### src/rtl/i2s_rx_slave.sv
// i2s_rx_slave
// Serial-to-parallel Philips I2S receiver running entirely on the master clock.
// SCLK, LRCLK and SDIN are oversampled through two-flop synchronisers. Every
// synchronised SCLK rising edge is a "bit event". The receiver locks onto the
// first LRCLK transition, skips the one-bit I2S delay, and then shifts DW bits
// MSB-first into the word for the current channel. Slot bits beyond DW are
// ignored. A slot that ends before DW bits arrive is dropped and flagged.
//
// Ports
//   CLK     in        master clock; every register uses it
//   RST     in        synchronous active-high reset
//   SCLK    in        I2S bit clock (asynchronous)
//   LRCLK   in        word select, 0 = left, 1 = right (asynchronous)
//   SDIN    in        serial data (asynchronous)
//   L_DOUT  out [DW]  last complete left word, held until the next one
//   R_DOUT  out [DW]  last complete right word, held until the next one
//   L_VALID out       one-cycle strobe when L_DOUT updates
//   R_VALID out       one-cycle strobe when R_DOUT updates
//   ERR     out       one-cycle strobe when a short slot was discarded

module i2s_rx_slave #(
    parameter int DW = 16
) (
    input  logic          CLK,
    input  logic          RST,
    input  logic          SCLK,
    input  logic          LRCLK,
    input  logic          SDIN,
    output logic [DW-1:0] L_DOUT,
    output logic [DW-1:0] R_DOUT,
    output logic          L_VALID,
    output logic          R_VALID,
    output logic          ERR
);

    localparam int CW = (DW > 1) ? $clog2(DW) : 1;
    localparam logic [CW-1:0] LAST_BIT = CW'(DW - 1);

    localparam logic [1:0] SEEK  = 2'd0;
    localparam logic [1:0] SHIFT = 2'd1;
    localparam logic [1:0] HOLD  = 2'd2;

    logic          r_sclkS1, r_sclkS2, r_sclkS3;
    logic          r_lrS1, r_lrS2;
    logic          r_sdS1, r_sdS2;
    logic          r_lrPrev;
    logic [1:0]    r_state;
    logic [CW-1:0] r_bitCnt;
    logic [DW-2:0] r_sh;
    logic          r_ch;
    logic [DW-1:0] r_lDout, r_rDout;
    logic          r_lValid, r_rValid, r_err;

    logic          w_bitEvent;
    logic          w_lrChg;
    logic          w_isLast;
    logic          w_inShift;
    logic          w_complete;
    logic          w_shortSlot;
    logic          w_restart;
    logic [DW-1:0] w_word;
    logic [1:0]    w_nextState;

    // Two-flop synchronisers. SCLK gets a third stage so a rising edge can be
    // detected. LRCLK and SDIN use the same depth as the edge detector's
    // newer stage, so all three stay aligned.
    always_ff @(posedge CLK) begin
        if (RST) begin
            r_sclkS1 <= 1'b0;
            r_sclkS2 <= 1'b0;
            r_sclkS3 <= 1'b0;
            r_lrS1   <= 1'b0;
            r_lrS2   <= 1'b0;
            r_sdS1   <= 1'b0;
            r_sdS2   <= 1'b0;
        end else begin
            r_sclkS1 <= SCLK;
            r_sclkS2 <= r_sclkS1;
            r_sclkS3 <= r_sclkS2;
            r_lrS1   <= LRCLK;
            r_lrS2   <= r_lrS1;
            r_sdS1   <= SDIN;
            r_sdS2   <= r_sdS1;
        end
    end

    // Event decode for the current cycle.
    // A word completes on its LSB whether or not LRCLK flips on that same
    // edge, because an exact DW-bit slot puts its LSB on the transition.
    // A flip on any earlier bit means the slot was short.
    always_comb begin
        w_bitEvent  = r_sclkS2 & ~r_sclkS3;
        w_lrChg     = (r_lrS2 != r_lrPrev);
        w_isLast    = (r_bitCnt == LAST_BIT);
        w_inShift   = (r_state == SHIFT);
        w_word      = {r_sh, r_sdS2};
        w_complete  = w_bitEvent & w_inShift & w_isLast;
        w_shortSlot = w_bitEvent & w_inShift & w_lrChg & ~w_isLast;
        w_restart   = w_bitEvent & w_lrChg;
        w_nextState = r_state;
        if (w_restart) begin
            w_nextState = SHIFT;
        end else if (w_complete) begin
            w_nextState = HOLD;
        end else if (r_state == 2'd3) begin
            w_nextState = SEEK;
        end
    end

    // Framing state, bit counter, shift register and channel tracking.
    // A restart always reloads the counter and channel from the new LRCLK
    // level, so the counter never needs to wrap.
    always_ff @(posedge CLK) begin
        if (RST) begin
            r_state  <= SEEK;
            r_lrPrev <= 1'b0;
            r_bitCnt <= '0;
            r_sh     <= '0;
            r_ch     <= 1'b0;
        end else begin
            r_state <= w_nextState;
            if (w_bitEvent) begin
                r_lrPrev <= r_lrS2;
            end
            if (w_restart) begin
                r_bitCnt <= '0;
                r_ch     <= r_lrS2;
            end else if (w_bitEvent && w_inShift && !w_isLast) begin
                r_bitCnt <= r_bitCnt + 1'b1;
            end
            if (w_shortSlot) begin
                r_sh <= '0;
            end else if (w_bitEvent && w_inShift) begin
                r_sh <= w_word[DW-2:0];
            end
        end
    end

    // Output words and strobes. Only the channel being completed is touched.
    always_ff @(posedge CLK) begin
        if (RST) begin
            r_lDout  <= '0;
            r_rDout  <= '0;
            r_lValid <= 1'b0;
            r_rValid <= 1'b0;
            r_err    <= 1'b0;
        end else begin
            r_lValid <= 1'b0;
            r_rValid <= 1'b0;
            r_err    <= w_shortSlot;
            if (w_complete) begin
                if (r_ch) begin
                    r_rDout  <= w_word;
                    r_rValid <= 1'b1;
                end else begin
                    r_lDout  <= w_word;
                    r_lValid <= 1'b1;
                end
            end
        end
    end

    assign L_DOUT  = r_lDout;
    assign R_DOUT  = r_rDout;
    assign L_VALID = r_lValid;
    assign R_VALID = r_rValid;
    assign ERR     = r_err;

endmodule

### config.mk
export PLATFORM = sky130hd
export DESIGN_NAME = i2s_rx_slave
export DESIGN_NICKNAME = d
export VERILOG_FILES = /design/src/rtl/i2s_rx_slave.sv
export SDC_FILE = /design/constraint.sdc
export NUM_CORES = 1
export LEC_CHECK = 0
export ABC_AREA = 1
export BUFFER_PORTS_ARGS = -buffer_cell sky130_fd_sc_hd__buf_2
export CORE_UTILIZATION = 31
export DETAILED_ROUTE_END_ITERATION = 10
export SLEW_MARGIN = 10
export SYNTH_ARGS = -nofsm -noshare
export SYNTH_HDL_FRONTEND = slang
export SYNTH_SLANG_ARGS = --single-unit
### constraint.sdc
create_clock -name CLK -period 3.4 [get_ports CLK]
set_clock_uncertainty 0.1 [all_clocks]
set_input_delay 0.34 -clock CLK [delete_from_list [all_inputs] [get_ports CLK]]
set_output_delay 0.34 -clock CLK [all_outputs]
set_load 0.01 [all_outputs]
==> metrics.md <==
| Metric | Value |
|---|---|
| Slew headroom | `43.7%` |
| Die X | `98.4 um` |
| Antenna cells | `0` |
| Hold WC Path Type | `in -> reg` |
| Initial antenna violation count | `0` |
| Mux share of post-synthesis cell area | `0%` |
| Fmax | `0.499 GHz` |
| Post-synthesis sequential area ratio | `45.2%` |
| Most frequent cells in the layout | `inv_1, nand2_1, dfxtp_1` |
| Status | `finished, final reports clean` |
| Post-Synth Simple-Gate Area | `31.5%` |
| Vias per std cell | `4.24` |
| ANT nets after route | `0` |
| Vias in the first global route | `2175` |
| Final Hold Fails | `0` |
| Vias | `2400` |
| Register Area | `0.00130 sq mm` |
| Number of cell rows | `34` |
| Avg Inst Size Synth | `6.79 sq um` |
| Initial core utilization | `32.5%` |
| Setup Total Neg Slack | `0 ns` |
| Xor/xnor share of the synthesized area | `0.304%` |
| Htree depth | `3` |
| Worst r2r path cells | `7` |
| Seq cells post-synth | `65` |
| Global Route Usage Sum | `12.9%` |
| CP max FO | `31` |
| Clk sink count | `65` |
| Total congestion overflow | `0` |
| Post-Syn Area | `0.00288 sq mm` |
| Syn nets | `430` |
| First-pass GRT wire length | `9830 um` |
| Worst endpoint required time | `3.52 ns` |
| Least-Margin Pin Slew | `0.842 ns` |
| DRT Pass-1 Iters | `6` |
| Worst hold path depth | `3` |
| Largest family of logic cells by synthesized area | `simple AND/OR/NAND/NOR gates` |
| Minimum clock period | `2.01 ns` |
| R2R Setup Slk | `1.39 ns` |
| Worst EP arrival | `2.13 ns` |
| Critical Path Start Type | `register` |
| Final setup violation count | `0` |
| DRC violations left | `0` |
| Routed Wire Length | `5750 um` |
| DR WL/cell | `10.2 um` |
| Nets@finish | `463` |
| Post CTS Setup Buffer Count | `0` |
| TritonCTS clock tree | `done` |
| Fill count | `954` |
| Die outline area | `0.00967 sq mm` |
| Crit end category | `register` |
| Area of the core | `0.00885 sq mm` |
| Synth warn | `0` |
| Pwr Density | `415 mW/mm^2` |
| Synth cell types | `22` |
| Area share of fa/ha/maj cells after synthesis | `0.435%` |
| Hold Slack | `0.103 ns` |
| Largest net degree at the start of global routing | `38` |
| Resized cells post-CTS | `0` |
| Max-Cap Viols | `0` |
| Final max-slew violation count | `0` |
| Root Buffer | `clkbuf_8` |
| Clk slew on worst S/H paths | `0.06 ns` |
| 1st-iter DRT viols | `127` |
| Die H | `98.4 um` |
| # hold bufs at CTS | `0` |
| Syn Inst Count | `424` |
| Final worst-path cycle share | `59.0%` |
| Multi-input gate area | `0.00105 sq mm` |
| Clock Latency Late Sink | `0.34 ns` |
| Hpwl dp | `3890 um` |
| Clock Tree Buf Depth | `2` |
| Critical path class | `reg -> reg` |
| Total CTS buffers | `9` |
| IO Count | `40` |
| I/O Buffers | `39` |
| Synth Area in Compound Gates | `4.35%` |
| Layout cells sized above 1 | `13.3%` |
| Commonest non-fill, non-tap cell in the layout | `inv_1` |
| RSZ-0062 raised after global routing | `false` |
| Layout area overhead | `13.7%` |
| Max VDD drop | `0.000188 V` |
| Leak | `1.50 nW` |
| Placer Congestion | `0.818` |
## final timing paths
| check | endpoint | from |
|---|---|---|
| min | r_lrS1$_SDFF_PP0_ | LRCLK |
| min reg2reg | r_sclkS2$_SDFF_PP0_ | r_sclkS1$_SDFF_PP0_ |
| max reg2reg | r_sh[13]$_SDFFE_PP0P_ | r_sclkS2$_SDFF_PP0_ |
| max | r_sh[13]$_SDFFE_PP0P_ | r_sclkS2$_SDFF_PP0_ |
## through the flow
step / worst slack, ns / cell area, sq um / cells / util [%] / total power, mW
after global placement: 1.44 / 3120 / 554 / 35.2 / 0.824
final: 1.39 / 3270 / 566 / 37.0 / 1.36
after CTS: 1.37 / 3270 / 566 / 37.0 / 1.39
after global routing: 1.11 / 3270 / 566 / 37.0 / 1.42
after floorplan: 1.96 / 2880 / 424 / - / 0.815
after detailed placement: 1.38 / 3120 / 554 / 35.2 / 0.824
## cells in the mapped netlist
library cell    n  area share (%)
buf_4           1            0.26
nand2_1       100              13
buf_1           1            0.13
nand3b_1        1            0.26
ha_1            1            0.43
dfxtp_1        65              45
nor2_8          1            0.70
buf_6           3             1.2
nor2_1         59             7.7
clkbuf_1        7            0.91
inv_1         109              14
nand4_1        33             7.2
nand3_4         2             1.2
nand3_1         1            0.17
o21ai_0        17             3.0
nor2_4          1            0.39
clkinv_1        2            0.26
a21oi_1         8             1.4
nand2_2         3            0.65
xor2_1          1            0.30
nor2_2          1            0.22
buf_2           7             1.2
## where the power goes
part / total, mW / switching (mW) / internal, mW
clock network: 0.552 / 0.266 / 0.287
registers: 0.768 / 0.00172 / 0.766
logic: 0.0386 / 0.0275 / 0.0111
total: 1.36 / 0.295 / 1.06
## flip-flops by register name, indices dropped and copies added (netlist names)
| register | count |
|---|---|
| L_DOUT | 16 |
| r_state | 2 |
| r_sdS1 | 1 |
| r_sdS2 | 1 |
| r_bitCnt | 4 |
| ERR | 1 |
| r_sclkS1 | 1 |
| L_VALID | 1 |
| R_DOUT | 16 |
| r_sclkS2 | 1 |
| r_sh | 15 |
| r_lrS1 | 1 |
| r_lrPrev | 1 |
| R_VALID | 1 |
| r_sclkS3 | 1 |
| r_ch | 1 |
| r_lrS2 | 1 |
## area by class of cell
type | instances | share of cell area [%]
Timing Repair Buffer | 41 | 6.42
Tap cell | 108 | 4.13
Sequential cell | 65 | 39.8
Multi-Input combinational cell | 229 | 32.2
Clock buffer | 11 | 4.63
Inverter | 111 | 12.7
Clock inverter | 1 | 0.153
## critical path: stages (launching register included)
cell	delay, ns
dfxtp_1	0.33
inv_1	0.05
nor2_1	0.12
nand2_1	0.51
nor2_2	0.38
nand2_2	0.09
nand2_2	0.25
nor2_1	0.07
## cells by family after synthesis
family | count (synthesis)
buf+inv | 130
simple gates | 202
fa+ha+maj | 1
compound gates | 25
xor+xnor | 1
flops | 65
## layer usage
layer	vias up	GRT usage [%]	routed length, um
met2	50	20.2	2510
met3	11	3.65	324
met4	0	7.23	141
li1	1314	-	-
met5	-	0	0
met1	1025	16.0	2770
Power figures use the tool's default switching activity.
